--- config.mk ---
export PLATFORM = sky130hd
export DESIGN_NAME = fetch_decode_ctrl
export DESIGN_NICKNAME = d
export VERILOG_FILES = /design/src/rtl/fetch_decode_ctrl.sv
export SDC_FILE = /design/constraint.sdc
export NUM_CORES = 1
export LEC_CHECK = 0
export CORE_ASPECT_RATIO = 1.5
export CORE_UTILIZATION = 39
export CTS_BUF_LIST = sky130_fd_sc_hd__clkbuf_16
export DETAILED_ROUTE_END_ITERATION = 10
export PLACE_DENSITY = 0.82
export REMOVE_ABC_BUFFERS = 1
export SLEW_MARGIN = 15
export SYNTH_ARGS = -nofsm -noshare
export SYNTH_HDL_FRONTEND = slang
export SYNTH_SLANG_ARGS = --single-unit
export TNS_END_PERCENT = 100
--- constraint.sdc ---
create_clock -name clk -period 2.4 [get_ports clk]
set_input_delay 0.72 -clock clk [delete_from_list [all_inputs] [get_ports clk]]
set_output_delay 0.72 -clock clk [all_outputs]
set_load 0.05 [all_outputs]
--- src/rtl/fetch_decode_ctrl.sv ---
// Fetch/decode sequencer for the multi-cycle RV32I core: owns the PC, handshakes with imem,
// holds the fetched word for the decoder and raises traps. Optional macro: IFETCH_ALIGN_CHECK_EN.
module fetch_decode_ctrl #(
   parameter logic [31:0] RESET_PC       = 32'h0000_0000,
   parameter int unsigned TIMEOUT_CYCLES = 16
) (
   input  logic        clk,
   input  logic        rst,
   output logic        imem_req,
   output logic [31:0] imem_addr,
   input  logic        imem_ack,
   input  logic [31:0] imem_rdata,
   output logic        dec_en,
   output logic [31:0] instr_out,
   output logic [31:0] pc_out,
   input  logic        dec_invalid,
   input  logic        exe_ready,
   input  logic        stall,
   input  logic        redirect_valid,
   input  logic [31:0] redirect_addr,
   output logic        trap_valid,
   output logic [1:0]  trap_cause,
   output logic [31:0] trap_pc
);

   localparam int CNT_W = (TIMEOUT_CYCLES > 2) ? $clog2(TIMEOUT_CYCLES) : 1;
   localparam logic [CNT_W-1:0] CNT_LAST = CNT_W'(TIMEOUT_CYCLES - 1);

   typedef enum logic [1:0] {
      ST_FETCH  = 2'd0,
      ST_DECODE = 2'd1,
      ST_TRAP   = 2'd2
   } state_t;

   state_t            state_r, state_nxt_s;
   logic [31:0]       pc_r, pc_nxt_s;
   logic [31:0]       ir_r, ir_nxt_s;
   logic [CNT_W-1:0]  cnt_r, cnt_nxt_s;
   logic              imem_req_r, dec_en_r, trap_valid_r;
   logic [1:0]        trap_cause_r, trap_cause_nxt_s;
   logic [31:0]       trap_pc_r, trap_pc_nxt_s;
   logic              redir_misaligned_s;
   logic [31:0]       redir_target_s;

`ifdef IFETCH_ALIGN_CHECK_EN
   assign redir_misaligned_s = (redirect_addr[1:0] != 2'b00);
   assign redir_target_s     = redirect_addr;
`else
   assign redir_misaligned_s = 1'b0;
   assign redir_target_s     = redirect_addr & 32'hFFFF_FFFC;
`endif

   // State register
   always_ff @(posedge clk) begin
      if (rst) begin
         state_r <= ST_FETCH;
      end else begin
         state_r <= state_nxt_s;
      end
   end

   // Next-state logic; a FETCH cycle only counts once the request is actually on the bus
   always_comb begin
      state_nxt_s = state_r;
      if (redirect_valid) begin
         state_nxt_s = redir_misaligned_s ? ST_TRAP : ST_FETCH;
      end else begin
         case (state_r)
            ST_FETCH: begin
               if (!imem_req_r)            state_nxt_s = ST_FETCH;
               else if (imem_ack)          state_nxt_s = ST_DECODE;
               else if (cnt_r == CNT_LAST) state_nxt_s = ST_TRAP;
               else                        state_nxt_s = ST_FETCH;
            end
            ST_DECODE: begin
               if (stall)            state_nxt_s = ST_DECODE;
               else if (dec_invalid) state_nxt_s = ST_TRAP;
               else if (exe_ready)   state_nxt_s = ST_FETCH;
               else                  state_nxt_s = ST_DECODE;
            end
            ST_TRAP:  state_nxt_s = ST_TRAP;
            default:  state_nxt_s = ST_FETCH;
         endcase
      end
   end

   // Datapath and trap-record next values
   always_comb begin
      pc_nxt_s         = pc_r;
      ir_nxt_s         = ir_r;
      cnt_nxt_s        = cnt_r;
      trap_cause_nxt_s = trap_cause_r;
      trap_pc_nxt_s    = trap_pc_r;
      if (redirect_valid) begin
         cnt_nxt_s = {CNT_W{1'b0}};
         if (redir_misaligned_s) begin
            trap_cause_nxt_s = 2'b11;
            trap_pc_nxt_s    = redirect_addr;
         end else begin
            pc_nxt_s         = redir_target_s;
            trap_cause_nxt_s = 2'b00;
            trap_pc_nxt_s    = 32'h0000_0000;
         end
      end else begin
         case (state_r)
            ST_FETCH: begin
               if (!imem_req_r) begin
                  cnt_nxt_s = cnt_r;
               end else if (imem_ack) begin
                  ir_nxt_s  = imem_rdata;
                  cnt_nxt_s = {CNT_W{1'b0}};
               end else if (cnt_r == CNT_LAST) begin
                  cnt_nxt_s        = {CNT_W{1'b0}};
                  trap_cause_nxt_s = 2'b10;
                  trap_pc_nxt_s    = pc_r;
               end else begin
                  cnt_nxt_s = cnt_r + CNT_W'(1);
               end
            end
            ST_DECODE: begin
               if (stall) begin
                  pc_nxt_s = pc_r;
               end else if (dec_invalid) begin
                  trap_cause_nxt_s = 2'b01;
                  trap_pc_nxt_s    = pc_r;
               end else if (exe_ready) begin
                  pc_nxt_s = pc_r + 32'd4;
               end else begin
                  pc_nxt_s = pc_r;
               end
            end
            ST_TRAP:  pc_nxt_s = pc_r;
            default:  pc_nxt_s = pc_r;
         endcase
      end
   end

   // Registered outputs follow the next state; request stays low for the redirect cycle
   always_ff @(posedge clk) begin
      if (rst) begin
         pc_r         <= RESET_PC;
         ir_r         <= 32'h0000_0000;
         cnt_r        <= {CNT_W{1'b0}};
         imem_req_r   <= 1'b0;
         dec_en_r     <= 1'b0;
         trap_valid_r <= 1'b0;
         trap_cause_r <= 2'b00;
         trap_pc_r    <= 32'h0000_0000;
      end else begin
         pc_r         <= pc_nxt_s;
         ir_r         <= ir_nxt_s;
         cnt_r        <= cnt_nxt_s;
         imem_req_r   <= (state_nxt_s == ST_FETCH) && !redirect_valid;
         dec_en_r     <= (state_nxt_s == ST_DECODE);
         trap_valid_r <= (state_nxt_s == ST_TRAP);
         trap_cause_r <= trap_cause_nxt_s;
         trap_pc_r    <= trap_pc_nxt_s;
      end
   end

   assign imem_req   = imem_req_r;
   assign imem_addr  = pc_r;
   assign dec_en     = dec_en_r;
   assign instr_out  = ir_r;
   assign pc_out     = pc_r;
   assign trap_valid = trap_valid_r;
   assign trap_cause = trap_cause_r;
   assign trap_pc    = trap_pc_r;

endmodule
==> qor.csv, run 1 <==
metric;value;unit
Clk pwr share;34.8;%
worst hold margin;0.452;ns
hold buffer count at cts;0;
critical path cell sequence;clkdlybuf4s50_1;
worst reg-to-reg path cell count;5;
EDFF count, synth;0;
Slew @ Worst Pin;0.575;ns
Gate power share;20.7;%
initial antenna violation count;0;
Seq/Total Area, Yosys;41.3;%
critical-path maximum fanout;6;
worst hold endpoint;instr_out[2]$_SDFFE_PP0P_;
crit end category;output port;
worst skew pair latency;0.34;ns
WL met2;7.83;mm
PortBufs;195;
Worst path top cell family by delay;buffers and inverters;
CP Launch Type;flip-flop;
leakage power;2.93;nW
Placed Area;7110;µm²
initial DRC count;223;
FP Rows;50;
#FFs+latches synth;103;
Num CTS Buffers;9;
clock root buffer;clkbuf_16;
worst reg2reg path endpoint;imem_addr[16]$_SDFFE_PP0P_;
Top FF cell, synth;dfxtp_1;
routed length per instance;15.9;µm
Compound-Gate Fraction of Synth Area;14.0;%
YS warnings;0;
reg2reg start;imem_addr[8]$_SDFFE_PP0P_;
Vias/cell;5.28;
Die W;94.3;µm
Syn Inst Count;606;
largest net degree at the start of global routing;60;
routability cong.;0.918;
outcome;finished clean;
Ports;204;
Internal Dissipation;2.87;mW
commonest non-fill, non-tap cell in the layout;nand2_1;
Slew HR;61.6;%
DR DRC count;0;
critical path's largest stage delay;0.87;ns
post-synthesis adder-cell area fraction;0.502;%
core box area;12400;µm²
DP Worst Slack;-0.498;ns
hold path depth;2;
total clock sinks;103;
Final period util;98.8;%
post-route setup TNS;0;ns
fmax;422;MHz
ys async rst share;0;%
nets;874;
Final Cell Area;7470;µm²
Initial Util;40.1;%
chip height;141;µm
Worst R2R Setup Slack;0.26;ns
synthesized cell area;4990;µm²
Worst Hold Launch;instr_out[2]$_SDFFE_PP0P_;
Final Util;60.0;%
Sw Ratio;29.9;%
xor and xnor area share after synthesis;1.76;%
Pins Over Slew Limit;0;
slowest stage cell, crit path;clkdlybuf4s50_1;
sequential power share;44.5;%
Critical Path RT;1.68;ns
syn_area_per_cell;8.23;µm²
Clock Path Buffers;2;
WL met3;1.31;mm
TritonCTS clock tree;yes;
Final HPWL DP;11.0;mm
Area Growth Syn to Fin;49.7;%
wl on met1;5.87;mm
clock edge transition at the registers on the reported setup and hold paths;0.06;ns
Yosys cell types;59;
Hold Path Class;reg2reg;
Tot GR Track Use;22.6;%
die area;13300;µm²
Detailed Routing Iterations Pass 1;7;
RSZ-0062 raised after global routing;no;
Setup violations, final;0;
largest family of logic cells by synthesized area;simple AND/OR/NAND/NOR gates;
Final Hold Viols;0;
P per Cell Area;548;nW/µm²
H-tree depth;3;
VDD IR-drop max;0.000303;V
share of layout cells above drive strength 1;13.9;%
diode count;0;
via count;5073;
Worst EP arrival;1.65;ns
post-route ant nets;0;
final WL;15.3;mm
Synth Area in Simple Gates;27.2;%
Top Layer Used;met4;
Max-Cap Viols;0;
Layout Skew;0.00419;ns
Bufs and invs on worst path;1;
Sw Pwr;1.22;mW
Final min period;2.37;ns
Overflow after GRT;0;
vias in the first global route;4714;
critical setup path kind;reg2out;
mux contribution to synthesized area;5.22;%
global-route wire length before repair;23.5;mm
Final WS setup;0.0300;ns
most frequent cells in the layout;140 x nand2_1, 139 x clkdlybuf4s50_1, 103 x dfxtp_1;
[timing repair]
item	4_1_cts	5_1_grt
pin swaps	8	2
buffers inserted	1	2
gates resized for setup	20	16
gates cloned	1	0
setup endpoints to repair	21	22
[cells by family after synthesis]
kind of cell,count (synthesis)
simple gates,277
compound gates,105
flops,103
buf+inv,82
mux,26
xor+xnor,10
fa+ha+maj,2
other cells,1
[flip-flops by register name, summed over array words and instances, names as in the netlist]
signal / flops
instr_out: 32
imem_addr: 30
trap_pc: 30
cnt_r: 4
state_r: 2
trap_cause: 2
dec_en: 1
imem_req: 1
trap_valid: 1
[area by class of cell]
| cell class | instances | area (µm²) |
|---|---|---|
| clock buffers | 9 | 225 |
| clock inverters | 6 | 53.8 |
| fillers | 1112 | 4980 |
| inverters | 6 | 22.5 |
| multi-input cells | 427 | 2500 |
| flip-flops and latches | 103 | 2060 |
| well taps | 156 | 195 |
| repair buffers | 254 | 2410 |
[cells in the mapped netlist, types with 6 or more instances]
| cell | number | area share, % |
|---|---|---|
| or4_1 | 8 | 1.2 |
| o31ai_1 | 7 | 1.1 |
| dfxtp_1 | 103 | 41 |
| mux2i_1 | 26 | 5.2 |
| o21ai_0 | 13 | 1.3 |
| a311oi_1 | 9 | 1.6 |
| buf_4 | 36 | 5.4 |
| nand4_1 | 14 | 1.8 |
| nor4_1 | 12 | 1.5 |
| clkbuf_1 | 26 | 2.0 |
| nor3_1 | 6 | 0.60 |
| nor2_1 | 33 | 2.5 |
| nand2_1 | 140 | 11 |
| a211oi_1 | 11 | 1.7 |
| a21oi_1 | 39 | 3.9 |
| or3_1 | 7 | 0.88 |
| nand3_1 | 13 | 1.3 |
| xor2_1 | 6 | 1.1 |
| and3_1 | 12 | 1.5 |
[worst max path at each step]
stage	startpoint	end	slack (ns)	cells past startpoint
after floorplan	rst	imem_addr[25]$_SDFFE_PP0P_	-0.77	4
after global placement	stall	imem_addr[26]$_SDFFE_PP0P_	-0.49	5
after detailed placement	stall	imem_addr[26]$_SDFFE_PP0P_	-0.50	5
after CTS	imem_addr[23]$_SDFFE_PP0P_	imem_addr[23]	0.002	1
after global routing	imem_addr[3]$_SDFFE_PP0P_	imem_addr[3]	0.01	2
final	imem_addr[25]$_SDFFE_PP0P_	imem_addr[25]	0.03	1
[per-stage QoR]
| step | instances | power [mW] |
|---|---|---|
| after floorplan | 535 | 2.31 |
| after global placement | 942 | 2.71 |
| after detailed placement | 942 | 2.72 |
| after CTS | 959 | 4.12 |
| after global routing | 961 | 4.25 |
| final | 961 | 4.09 |
[per-layer routing]
| layer | track usage (%) | up-vias |
|---|---|---|
| li1 | - | 2487 |
| met1 | 24.3 | 2342 |
| met2 | 41.9 | 221 |
| met3 | 5.21 | 23 |
| met4 | 7.69 | 0 |
| met5 | 0 | - |
[worst register-to-register path: stages (launching register included)]
cell      delay [ns]
dfxtp_1         0.48
nand2_1         0.23
or4_4           0.64
buf_6           0.15
or3_1           0.30
a311oi_1        0.24
[power by group through the flow]
stage                     Combinational [mW]  Sequential [mW]  Clock, mW
after global routing                   0.890             1.83       1.53
after CTS                              0.850             1.82       1.45
after detailed placement               0.855             1.86          0
after floorplan                        0.155             2.15          0
final                                  0.847             1.82       1.42
after global placement                 0.849             1.86          0
No activity file was read; power rests on OpenSTA's default activity.
==> inputs of run 2 (changes only) <==
- CAP_MARGIN: unset -> 20
- GPL_TIMING_DRIVEN: unset -> 0
==> qor.csv, run 2 (same netlist as run 1, synthesis figures left out) <==
metric;value;unit;change
outcome;finished clean;;
nets;828;;-5.3%
die area;13300;µm²;unchanged
largest net degree at the start of global routing;55;;-8.3%
Initial Util;40.1;%;unchanged
critical-path maximum fanout;7;;+1
Setup violations, final;0;;unchanged
most frequent cells in the layout;141 x clkdlybuf4s50_1, 140 x nand2_1, 101 x dfxtp_1;;
Vias/cell;5.34;;+1.2%
Max-Cap Viols;0;;unchanged
initial DRC count;260;;+17%
routability cong.;0.836;;-9.0%
Clock Path Buffers;2;;unchanged
crit path launch;imem_addr[10]$_SDFFE_PP0P_;;
worst hold endpoint;instr_out[3]$_SDFFE_PP0P_;;
Layout Skew;0.00863;ns;+0.00444 ns
clock edge transition at the registers on the reported setup and hold paths;0.07;ns;about the same
critical path cell sequence;clkdlybuf4s50_1;;
VDD IR-drop max;0.000328;V;+8.1%
fill count;1121;;+0.81%
Critical Path RT;1.68;ns;about the same
DR DRC count;0;;unchanged
leakage power;2.68;nW;-8.8%
global-route wire length before repair;22.5;mm;-4.0%
Num CTS Buffers;9;;unchanged
CP Launch Type;flip-flop;;
Final Hold Viols;0;;unchanged
critical setup path kind;reg2out;;
Tot GR Track Use;21.6;%;-0.91 points
worst skew pair latency;0.34;ns;about the same
share of layout cells above drive strength 1;7.38;%;-6.5 points
reg2reg start;imem_addr[7]$_SDFFE_PP0P_;;
FP Rows;50;;unchanged
crit end category;output port;;
DP Worst Slack;-1.40;ns;-0.906 ns
via count;4886;;-3.7%
Slew HR;56.4;%;-5.2 points
P per Cell Area;579;nW/µm²;+5.7%
TritonCTS clock tree;yes;;
commonest non-fill, non-tap cell in the layout;clkdlybuf4s50_1;;
PortBufs;195;;unchanged
core box area;12400;µm²;unchanged
Final min period;2.36;ns;-0.00957 ns
Final period util;98.4;%;-0.40 points
chip height;141;µm;unchanged
Pins Over Slew Limit;0;;unchanged
Detailed Routing Iterations Pass 1;4;;-3
Final Cell Area;7180;µm²;-3.8%
critical path's largest stage delay;0.85;ns;-0.02 ns
worst reg2reg path endpoint;imem_addr[26]$_SDFFE_PP0P_;;
vias in the first global route;4517;;-4.2%
final WL;14.6;mm;-4.6%
Placed Area;6800;µm²;-4.4%
H-tree depth;3;;unchanged
Final WS setup;0.0396;ns;+0.00957 ns
Worst Hold Launch;instr_out[3]$_SDFFE_PP0P_;;
Die W;94.3;µm;unchanged
total clock sinks;103;;unchanged
Worst R2R Setup Slack;0.10;ns;-0.16 ns
post-route ant nets;0;;unchanged
clock root buffer;clkbuf_16;;
slowest stage cell, crit path;clkdlybuf4s50_1;;
worst reg-to-reg path cell count;4;;-1
Slew @ Worst Pin;0.653;ns;+0.0785 ns
diode count;0;;unchanged
fmax;424;MHz;+0.41%
Worst path top cell family by delay;buffers and inverters;;
routed length per instance;15.9;µm;+0.25%
Final HPWL DP;10.3;mm;-5.8%
max reg flops;32;;unchanged
Hold Path Class;reg2reg;;
Overflow after GRT;0;;unchanged
Worst EP arrival;1.64;ns;about the same
hold path depth;2;;unchanged
Total Power;4.16;mW;+1.7%
RSZ-0062 raised after global routing;no;;
Area Growth Syn to Fin;44.0;%;
initial antenna violation count;0;;unchanged
Ports;204;;unchanged
Bufs and invs on worst path;1;;unchanged
==> run 2: cell count changes in the layout (fill, tap and decap cells not counted), moves of 3 or more <==
cell / change
dlymetal6s2s_1: -7
dlygate4sd2_1: +25
buf_4: -69
clkbuf_2: +3
==> run 2: area by class of cell <==
type,count,area (µm²),area share (%)
clock buffers,9,225,3.13
clock inverters,6,86.3,1.20
inverters,6,30.0,0.418
multi-input cells,427,2520,35.1
flip-flops and latches,103,2060,28.7
well taps,156,195,2.72
repair buffers,208,2060,28.7
==> run 2: timing repair <==
item	in CTS	in global routing
gates resized for setup	56	18
pin swaps	2	4
buffers inserted	5	3
hold buffers	0	0
gates cloned	1	0
endpoints found under the setup margin	104	68
==> run 2: worst max path at each step <==
stage | slack (ns) | cells past startpoint | end
after detailed placement | -1.40 | 5 | instr_out[22]$_SDFFE_PP0P_
after global routing | 0.003 | 1 | pc_out[11]
after global placement | -4.57 | 5 | imem_addr[27]$_SDFFE_PP0P_
after floorplan | -0.77 | 4 | imem_addr[25]$_SDFFE_PP0P_
final | 0.04 | 1 | imem_addr[10]
after CTS | 0.004 | 1 | pc_out[9]
==> run 2: metrics by stage <==
| stage | instances | hold slack [ns] | util [%] | setup TNS (ns) |
|---|---|---|---|---|
| after floorplan | 535 | 0.449 | - | -30.43 |
| after global placement | 886 | 0.441 | 53.7 | -279.38 |
| after detailed placement | 891 | 0.446 | 54.6 | -78.20 |
| after CTS | 912 | 0.455 | 57.4 | 0 |
| after global routing | 915 | 0.467 | 57.7 | 0 |
| final | 915 | 0.452 | 57.7 | 0 |
==> run 2: per-layer routing <==
layer / share of wire, % / vias to the layer above / global-route usage, %
met5: 0 / - / 0
met1: 39 / 2260 / 23.0
met2: 51 / 206 / 39.4
met3: 8.5 / 22 / 5.86
met4: 1.9 / 0 / 8.74
li1: - / 2398 / -
==> run 2: power breakdown <==
group / total, mW / switching [mW] / internal, mW
registers: 1.84 / 0.0858 / 1.76
clock network: 1.55 / 0.647 / 0.905
logic: 0.766 / 0.493 / 0.273
total: 4.16 / 1.23 / 2.94
